## src/rtl/pe_drain_pkg.sv

```systemverilog
// rtl/pe_drain_pkg.sv - shared types, default widths and priority encoder for the PE result drain
package pe_drain_pkg;

    localparam int DRAIN_D_WIDTH      = 64;
    localparam int DRAIN_A_PART_WIDTH = 1;
    localparam int DRAIN_B_NUM_WIDTH  = 1;
    localparam int DRAIN_PE_NUM_WIDTH = 2;
    localparam int DRAIN_ADDR_WIDTH   = DRAIN_A_PART_WIDTH + DRAIN_B_NUM_WIDTH;
    localparam int DRAIN_PE_NUM       = 1 << DRAIN_PE_NUM_WIDTH;

    typedef enum logic [1:0] {
        ST_IDLE  = 2'd0,
        ST_READ  = 2'd1,
        ST_FLUSH = 2'd2
    } drain_state_t;

    typedef struct packed {
        logic [DRAIN_D_WIDTH-1:0]      data;
        logic [DRAIN_PE_NUM_WIDTH-1:0] pid;
        logic [DRAIN_ADDR_WIDTH-1:0]   addr;
        logic                          last;
    } drain_entry_t;

    // Fixed priority: PID 0 wins.
    function automatic logic [DRAIN_PE_NUM_WIDTH-1:0] lowest_set(input logic [DRAIN_PE_NUM-1:0] v);
        lowest_set = '0;
        for (int i = DRAIN_PE_NUM - 1; i >= 0; i--) begin
            if (v[i]) begin
                lowest_set = DRAIN_PE_NUM_WIDTH'(i);
            end
        end
    endfunction

endpackage

```

## src/rtl/drain_skid_buf.sv

```systemverilog
// rtl/drain_skid_buf.sv - two-entry valid/ready result buffer with occupancy for credit accounting
module drain_skid_buf
    import pe_drain_pkg::*;
(
    input  logic         clk,
    input  logic         rst,
    input  logic         push_valid,
    input  drain_entry_t push_entry,
    output logic         pop_valid,
    input  logic         pop_ready,
    output drain_entry_t pop_entry,
    output logic [1:0]   occupancy
);

    drain_entry_t mem [2];
    logic         rd_ptr;
    logic         wr_ptr;
    logic [1:0]   count;
    logic         do_push;
    logic         do_pop;

    // The drain's credit check guarantees a push never arrives when full.
    always_comb begin
        do_pop  = pop_ready && (count != 2'd0);
        do_push = push_valid && (count != 2'd2);
    end

    // Storage, pointers and occupancy; storage is cleared so outputs read 0 after reset.
    always_ff @(posedge clk) begin
        if (rst) begin
            for (int i = 0; i < 2; i++) begin
                mem[i] <= '0;
            end
            rd_ptr <= 1'b0;
            wr_ptr <= 1'b0;
            count  <= 2'd0;
        end else begin
            if (do_push) begin
                mem[wr_ptr] <= push_entry;
                wr_ptr      <= ~wr_ptr;
            end
            if (do_pop) begin
                rd_ptr <= ~rd_ptr;
            end
            count <= count + 2'(do_push) - 2'(do_pop);
        end
    end

    assign pop_valid = (count != 2'd0);
    assign pop_entry = mem[rd_ptr];
    assign occupancy = count;

endmodule

```

## src/rtl/pe_result_drain.sv

```systemverilog
// rtl/pe_result_drain.sv - drains finished PE result tiles onto one stream; PE_DRAIN_OVERRUN_EN adds overrun_out
module pe_result_drain
    import pe_drain_pkg::*;
#(
    parameter int D_WIDTH      = DRAIN_D_WIDTH,
    parameter int A_PART_WIDTH = DRAIN_A_PART_WIDTH,
    parameter int B_NUM_WIDTH  = DRAIN_B_NUM_WIDTH,
    parameter int PE_NUM_WIDTH = DRAIN_PE_NUM_WIDTH,
    parameter int PE_NUM       = 1 << PE_NUM_WIDTH
) (
    input  logic                                clk,
    input  logic                                rst,
    input  logic [PE_NUM-1:0]                   trigger_in,
    output logic [PE_NUM-1:0]                   res_rd_en_out,
    output logic [A_PART_WIDTH+B_NUM_WIDTH-1:0] res_rd_addr_out,
    input  logic [PE_NUM*D_WIDTH-1:0]           res_rd_data_in,
    output logic [D_WIDTH-1:0]                  res_data_out,
    output logic [PE_NUM_WIDTH-1:0]             res_pid_out,
    output logic [A_PART_WIDTH+B_NUM_WIDTH-1:0] res_addr_out,
    output logic                                res_last_out,
    output logic                                res_valid_out,
    input  logic                                res_ready_in,
    output logic                                busy_out
`ifdef PE_DRAIN_OVERRUN_EN
    ,
    output logic                                overrun_out
`endif
);

    localparam int ADDR_W = A_PART_WIDTH + B_NUM_WIDTH;
    localparam logic [ADDR_W-1:0] ADDR_LAST = '1;

    drain_state_t             state_q;
    logic [PE_NUM-1:0]        trig_q;
    logic [PE_NUM-1:0]        pending_q;
    logic [PE_NUM_WIDTH-1:0]  sel_q;
    logic [ADDR_W-1:0]        addr_q;
    logic                     inflight_q;
    logic [ADDR_W-1:0]        inflight_addr_q;

    logic [PE_NUM-1:0]        rise;
    logic [PE_NUM-1:0]        cand;
    logic [PE_NUM-1:0]        clear_mask;
    logic                     pick;
    logic [PE_NUM_WIDTH-1:0]  pick_sel;
    logic                     pop;
    logic [2:0]               load;
    logic                     issue;
    logic [1:0]               occ;
    logic                     buf_valid;
    drain_entry_t             push_entry;
    drain_entry_t             head;

    // Edge detect, arbitration and credit check. New edges join the candidates in the same
    // cycle so a trigger reaches the read port one cycle later. The credit counts a word
    // leaving the buffer this cycle, which keeps one word per cycle under full ready.
    always_comb begin
        rise       = trigger_in & ~trig_q;
        cand       = pending_q | rise;
        pick       = (state_q == ST_IDLE) && (cand != '0);
        pick_sel   = lowest_set(cand);
        clear_mask = pick ? (PE_NUM'(1) << pick_sel) : '0;
        pop        = buf_valid && res_ready_in;
        load       = 3'(occ) + 3'(inflight_q) - 3'(pop);
        issue      = (state_q == ST_READ) && (load < 3'd2);
    end

    // Drain FSM, pending set, address counter and the one-deep in-flight tracker.
    always_ff @(posedge clk) begin
        if (rst) begin
            state_q         <= ST_IDLE;
            trig_q          <= '0;
            pending_q       <= '0;
            sel_q           <= '0;
            addr_q          <= '0;
            inflight_q      <= 1'b0;
            inflight_addr_q <= '0;
        end else begin
            trig_q     <= trigger_in;
            pending_q  <= cand & ~clear_mask;
            inflight_q <= issue;
            if (issue) begin
                inflight_addr_q <= addr_q;
            end
            case (state_q)
                ST_IDLE: begin
                    if (pick) begin
                        sel_q   <= pick_sel;
                        addr_q  <= '0;
                        state_q <= ST_READ;
                    end
                end
                ST_READ: begin
                    if (issue) begin
                        addr_q <= addr_q + 1'b1;
                        if (addr_q == ADDR_LAST) begin
                            state_q <= ST_FLUSH;
                        end
                    end
                end
                ST_FLUSH: begin
                    // The last read lands this cycle; the PE may be switched afterwards.
                    if (inflight_q) begin
                        state_q <= ST_IDLE;
                    end
                end
                default: state_q <= ST_IDLE;
            endcase
        end
    end

    // Returning read data, tagged with its source PE and word index.
    always_comb begin
        push_entry      = '0;
        push_entry.data = res_rd_data_in[sel_q*D_WIDTH +: D_WIDTH];
        push_entry.pid  = sel_q;
        push_entry.addr = inflight_addr_q;
        push_entry.last = (inflight_addr_q == ADDR_LAST);
    end

    drain_skid_buf u_buf (
        .clk        (clk),
        .rst        (rst),
        .push_valid (inflight_q),
        .push_entry (push_entry),
        .pop_valid  (buf_valid),
        .pop_ready  (res_ready_in),
        .pop_entry  (head),
        .occupancy  (occ)
    );

    assign res_rd_en_out   = issue ? (PE_NUM'(1) << sel_q) : '0;
    assign res_rd_addr_out = addr_q;
    assign res_data_out    = head.data;
    assign res_pid_out     = head.pid;
    assign res_addr_out    = head.addr;
    assign res_last_out    = head.last;
    assign res_valid_out   = buf_valid;
    assign busy_out        = (pending_q != '0) || (state_q != ST_IDLE) || (occ != 2'd0);

`ifdef PE_DRAIN_OVERRUN_EN
    logic overrun_q;

    // Sticky flag for a trigger edge landing on an already-pending PE.
    always_ff @(posedge clk) begin
        if (rst) begin
            overrun_q <= 1'b0;
        end else if ((rise & pending_q) != '0) begin
            overrun_q <= 1'b1;
        end
    end

    assign overrun_out = overrun_q;
`endif

endmodule

```

## config.mk

```make
export PLATFORM = sky130hd
export DESIGN_NAME = pe_result_drain
export DESIGN_NICKNAME = d
export VERILOG_FILES = /design/src/rtl/pe_drain_pkg.sv /design/src/rtl/drain_skid_buf.sv /design/src/rtl/pe_result_drain.sv
export SDC_FILE = /design/constraint.sdc
export NUM_CORES = 1
export LEC_CHECK = 0
export CELL_PAD_IN_SITES_DETAIL_PLACEMENT = 1
export CELL_PAD_IN_SITES_GLOBAL_PLACEMENT = 1
export CORE_MARGIN = 8
export CORE_UTILIZATION = 35
export DETAILED_ROUTE_END_ITERATION = 8
export PLACE_DENSITY_LB_ADDON = 0.1
export SLEW_MARGIN = 25
export SYNTH_ARGS = -nofsm -noshare
export SYNTH_HDL_FRONTEND = slang
export SYNTH_HIERARCHICAL = 1
export SYNTH_SLANG_ARGS = --single-unit
```

## constraint.sdc

```tcl
create_clock -name clk -period 3.9 [get_ports clk]
set_input_delay 0.585 -clock clk [delete_from_list [all_inputs] [get_ports clk]]
set_output_delay 0.585 -clock clk [all_outputs]
set_load 0.05 [all_outputs]
```

# == Word level (Yosys, flattened, before mapping) ==
# Memory sizes are Yosys's and may differ from the RTL's. A register that Yosys moved wholly into a read port is not among the register bits.
# Index checks and enable logic that the tools add are counted.
# totals
out_inout_bits,77
ramBits,138
regBits,21
wordCells,76
n_memories,1
# memory_table
name,depth,width,read_ports,rd_ports_with_merged_regs,wr,line,source
u_buf.mem,2,69,1,1,2,drain_skid_buf.sv:15,drain_entry_t mem [2];
# classes
n_shift,3
n_reduce_logical,16
n_eq_ne,9
magnitude_cmp,1
n_bitwise,7
add_sub_neg,5
n_mux,24
# ops
op,count
variable part select 256 x 9 -> 64 bit,1
2-to-1 mux 69 bit,1
OR reduction 69 bit,1
2-to-1 mux 2 bit,10
2-to-1 mux 1 bit,9
AND 4 bit,2
2-to-1 mux 4 bit,2
"inequality test 2 bit, second input constant",4
NOT 4 bit,2
nonzero test 4 bit,2
"<< shifter 1 x 2 -> 4 bit, first input constant",2
"equality test 2 bit, second input constant",3
case mux 2 bit (3 select lines),1
nonzero test 2 bit,3
logical AND 1 bit,4
OR 4 bit,1
case mux 2 bit (2 select lines),1
AND reduction 4 bit,1
adder 2 x 1 -> 3 bit,1
"less-than comparator 3 x 2 -> 1 bit, second input constant",1
AND reduction 3 bit,1
subtractor 3 x 1 -> 3 bit,1
adder 2 x 1 -> 2 bit,1
"adder 2 x 1 -> 2 bit, second input constant",1
other kinds (7),9

# == Longest topological paths before layout ==
# logic_depth
ltp_word,11
mapped_depth,9
ltp_nobuf,9

# == Modules after synthesis ==
# Netlist, hierarchy kept.
# by_module_without_submodules
mod,cells_per_inst,area_each_um2,n_inst
drain_skid_buf,470,6323.6,1
pe_result_drain,164,2362.3,1

# == Least setup slack after synthesis ==
# OpenSTA, ideal clock, no wires.
# synth_path
path_type,register to output
startpoint,"register u_buf.count[1], in the netlist u_buf/occupancy[1]"
endpoint,output port res_rd_en_out[0]
t_required_ps,3315
path_buffers,0
path_stages_with_launch,9
arrival_time_ps,3438
path_slack_ps,-123
cell_sequence,dfxtp_1 or2_2 and2_1 ha_1 nand2b_1 fa_1 xnor2_1 nand4b_2 nor3_1
# synth_via
elab_chain_len,6
# synth_lines
item,line,source
start: declaration,drain_skid_buf.sv:18,logic [1:0] count;
start signal: assignment,drain_skid_buf.sv:45,count <= count + 2'(do_push) - 2'(do_pop);
nonzero test 2 bit,drain_skid_buf.sv:49,assign pop_valid = (count != 2'd0);
net res_valid_out,pe_result_drain.sv:21,"output logic res_valid_out,"
logical AND 1 bit,pe_result_drain.sv:63,pop = buf_valid && res_ready_in;
subtractor 3 x 1 -> 3 bit,pe_result_drain.sv:64,load = 3'(occ) + 3'(inflight_q) - 3'(pop);
less-than comparator 3 x 2 -> 1 bit,pe_result_drain.sv:65,issue = (state_q == ST_READ) && (load < 3'd2);
logical AND 1 bit,pe_result_drain.sv:65,
2-to-1 mux 4 bit,pe_result_drain.sv:132,assign res_rd_en_out = issue ? (PE_NUM'(1) << sel_q) : '0;
end: declaration,pe_result_drain.sv:14,"output logic [PE_NUM-1:0] res_rd_en_out,"
# The timed path passes the listed nets, and every way through them passes these cells.

# == Final worst setup path ==
# layout_path
startpoint,"register u_buf.count[1], in the netlist u_buf/occupancy[1]"
endpoint,output port res_rd_en_out[1]
# layout_via
elab_chain_len,6
# layout_lines
item,line
"parallel branches: the longest is 2 deep, another holds adder 2 x 1 -> 3 bit",-
subtractor 3 x 1 -> 3 bit (*),pe_result_drain.sv:64
less-than comparator 3 x 2 -> 1 bit (*),pe_result_drain.sv:65
logical AND 1 bit (*),pe_result_drain.sv:65
2-to-1 mux 4 bit (*),pe_result_drain.sv:132
# Mark *: on every way between the ends.

==> flow_metrics.tcl <==
set metrics [dict create \
    cts_tree "done" \
    clock_latency_ns 0.43 \
    slew_headroom_pct 42.0 \
    yosysWarnings 6 \
    synth_edf_count 138 \
    avgViaCountPerCell 5.02 \
    status "complete, no violations" \
    clockBufferDepth 2 \
    die_area_um2 30100 \
    finish.net_count 1222 \
    cts_max_level 4 \
    worstReg2RegStart "u_buf/occupancy[1]" \
    port_buffers 339 \
    cts.sinks 160 \
    setup-tns-final_ns 0 \
    coreArea_um2 24300 \
    synth.ff_latch_count 160 \
    critPathArrivalTime_ns 3.14 \
    initial_utilization_pct 35.7 \
    syn_nets 902 \
    post_cts_buffers 0 \
    clkSlewWorstSetupHoldPaths_ns 0.07 \
    worstSetupPathType "flop to output port" \
    num_vias 6476 \
    hold_viol_final 0 \
    area_growth_pct 49.5 \
    crit_family "simple AND/OR/NAND/NOR gates" \
    grt_pass1_vias 7638 \
    root_buffer "clkbuf_16" \
    die_w_um 174 \
    gp_congestion 0.906 \
    fp-row-count 57 \
    fmax_ghz 0.268 \
    synth.distinct_cells 45 \
    antenna_found_initial 1 \
    crit_chain "or2_2 > and2_1 > ha_1 > nand2b_1 > fa_1 > xnor2_2 > nand4b_4 > nor3_2 > buf_12" \
    final_cells 1291 \
    crit_path_start_kind "flop" \
    ant_nets 0 \
    period_share_pct 95.5 \
    globalRouteOverflowTotal 0 \
    cp_slowest_stage_delay_ns 0.45 \
    grt_max_degree 71 \
    async_flop_share_pct 0 \
    post_cts_resize_count 1 \
    fin_skew_ns 0.0157 \
    critPathCaptureType "output port" \
    finalSetupViolCount 0 \
    synth_cells 634 \
    cp_max_fo 8 \
    worstHoldPathType "flop to flop" \
    syn-cell-area_um2 8690 \
    finalMaxSlewViolations 0 \
    syn_area_per_cell_um2 13.7 \
    yosysSeqAreaShare_pct 52.8 \
    synth-main-ff-cell "edfxtp_1" \
    startpoint "u_buf/occupancy[1]" \
    cp.required_ns 3.31 \
    routed_wl_mm 28.3 \
    leakage_nw 4.52 \
    diodes 0 \
    ioPinCount 340 \
    die_h_um 174 \
    dpl.hpwl_mm 20.6 \
    cp_slowest_cell "fa_1" \
    period_needed_ns 3.73 \
    power.total_mw 7.34 \
    wl_per_cell_um 21.9 \
    path_buf_inv 1 \
    first_pass_iters 4 \
    irDropWorstVdd_v 0.000338 \
    drc_errors 0 \
    drive_gt1_share_pct 20.6 \
    worst_slew_pin_slew_ns 0.870 \
    drt_iter0_drc 219 \
    grt_usage_pct 18.6 \
    rsz0062_at_grt "false" \
    cts_made_buffers 17 \
    p_per_area_nw_per_um2 565 \
    max_cap_viol_count 0 \
    hp-start "u_buf/rd_ptr" \
    grt_first_pass_wirelength_mm 43.4 \
    dp.cells 1257 \
    holdBufCountCts 0 \
]
[worst min-delay path, delay by kind of cell, from the launching register on]
family / cells / cell delay (ns)
flops: 1 / 0.34
simple gates: 1 / 0.08
xor+xnor: 1 / 0.10
[routing by layer]
metal / global-route usage, % / routed length (um) / vias to the layer above
met3: 6.01 / 1920 / 21
li1: - / - / 2976
met1: 20.3 / 10900 / 3265
met4: 4.99 / 332 / 2
met5: 0 / 10 / -
met2: 34.0 / 15100 / 212
[cell families (layout without fill, tap and decap cells)]
family | count (synthesis) | after routing | share of synthesized area (%)
compound gates | 18 | 18 | 1.83
flops | 160 | 160 | 52.8
fa+ha+maj | 5 | 5 | 0.807
xor+xnor | 3 | 3 | 0.303
mux | 137 | 137 | 26.4
buf+inv | 56 | 389 | 3.77
simple gates | 255 | 255 | 14.1
[synthesized netlist by cell type, types with 2 or more instances]
library cell | count | area, um^2
buf_1 | 3 | 11.3
buf_8 | 4 | 60.1
mux2_2 | 59 | 664
or2_2 | 2 | 12.5
mux2i_1 | 3 | 30.0
nand2b_1 | 72 | 450
o32ai_1 | 2 | 17.5
nor2b_1 | 8 | 50.1
nor2_1 | 151 | 567
a21oi_1 | 4 | 20.0
edfxtp_1 | 138 | 4140
buf_4 | 3 | 22.5
a311oi_1 | 3 | 26.3
dfxtp_1 | 22 | 440
xnor2_1 | 2 | 17.5
clkbuf_1 | 9 | 33.8
nand3_1 | 3 | 15.0
inv_1 | 7 | 26.3
buf_6 | 4 | 45.0
mux2_4 | 10 | 150
and2_1 | 3 | 18.8
buf_2 | 25 | 125
ha_1 | 4 | 50.1
mux4_2 | 64 | 1440
nand2_1 | 2 | 7.51
nor3_1 | 8 | 40.0
[registers in the layout, indices dropped and copies added (netlist names), named ones only]
signal	cells
inflight_addr_q	2
inflight_q	1
pending_q	4
res_rd_addr_out	2
sel_q	2
state_q	2
trig_q	4
u_buf/mem	138
u_buf/occupancy	2
u_buf/rd_ptr	1
u_buf/wr_ptr	1
[metrics by stage]
stage | util (%) | worst slack [ns] | instance area (um^2) | hold WS, ns
floorplan | - | -0.123 | 8690 | 0.479
global placement | 50.7 | 0.312 | 12300 | 0.502
detailed placement | 50.7 | 0.223 | 12300 | 0.506
CTS | 53.1 | -0.00263 | 12900 | 0.545
global route | 53.4 | 0.00986 | 13000 | 0.572
finish | 53.4 | 0.174 | 13000 | 0.544
[layout by cell type, fill, tap and decap left out, types with 2 or more instances in the layout]
| master | count |
|---|---|
| mux2_2 | 59 |
| buf_12 | 7 |
| mux2i_1 | 3 |
| nor3_2 | 3 |
| mux4_2 | 64 |
| nand3_1 | 3 |
| inv_1 | 7 |
| and2_1 | 3 |
| edfxtp_1 | 138 |
| mux2_4 | 10 |
| nor2b_1 | 8 |
| nand2_1 | 2 |
| a21oi_1 | 4 |
| o32ai_1 | 2 |
| clkdlybuf4s50_1 | 334 |
| or2_2 | 2 |
| dfxtp_4 | 3 |
| ha_1 | 4 |
| dfxtp_1 | 19 |
| inv_6 | 3 |
| nor3_1 | 4 |
| buf_4 | 7 |
| nor2_1 | 151 |
| a311oi_1 | 3 |
| nand2b_1 | 70 |
| clkinv_4 | 7 |
| clkbuf_16 | 18 |
| nand2b_4 | 2 |
[report_power, final]
group	switching [mW]	leakage [nW]	internal, mW	total (mW)
logic	1.95	2.61	1.37	3.32
registers	0.213	1.62	2.20	2.41
clock network	0.724	0.284	0.884	1.61
[path summary, 6_finish.rpt]
| check | to | slack, ns | cells past startpoint |
|---|---|---|---|
| setup / recovery | res_rd_en_out[1] | 0.17 | 9 |
| hold / removal | u_buf/rd_ptr | 0.54 | 2 |
| setup reg to reg | inflight_addr_q[1] | 1.07 | 10 |
| hold reg to reg | u_buf/rd_ptr | 0.54 | 2 |
[area by class of cell]
class | instances | area (um^2)
fill | 2470 | 11300
sequential | 160 | 4600
multi-input combinational | 418 | 3850
timing repair buffer | 349 | 3540
clock buffer | 20 | 469
tap | 324 | 405
clock inverter | 12 | 98.8
inverter | 8 | 30.0
(Power assumes the default switching activity.)
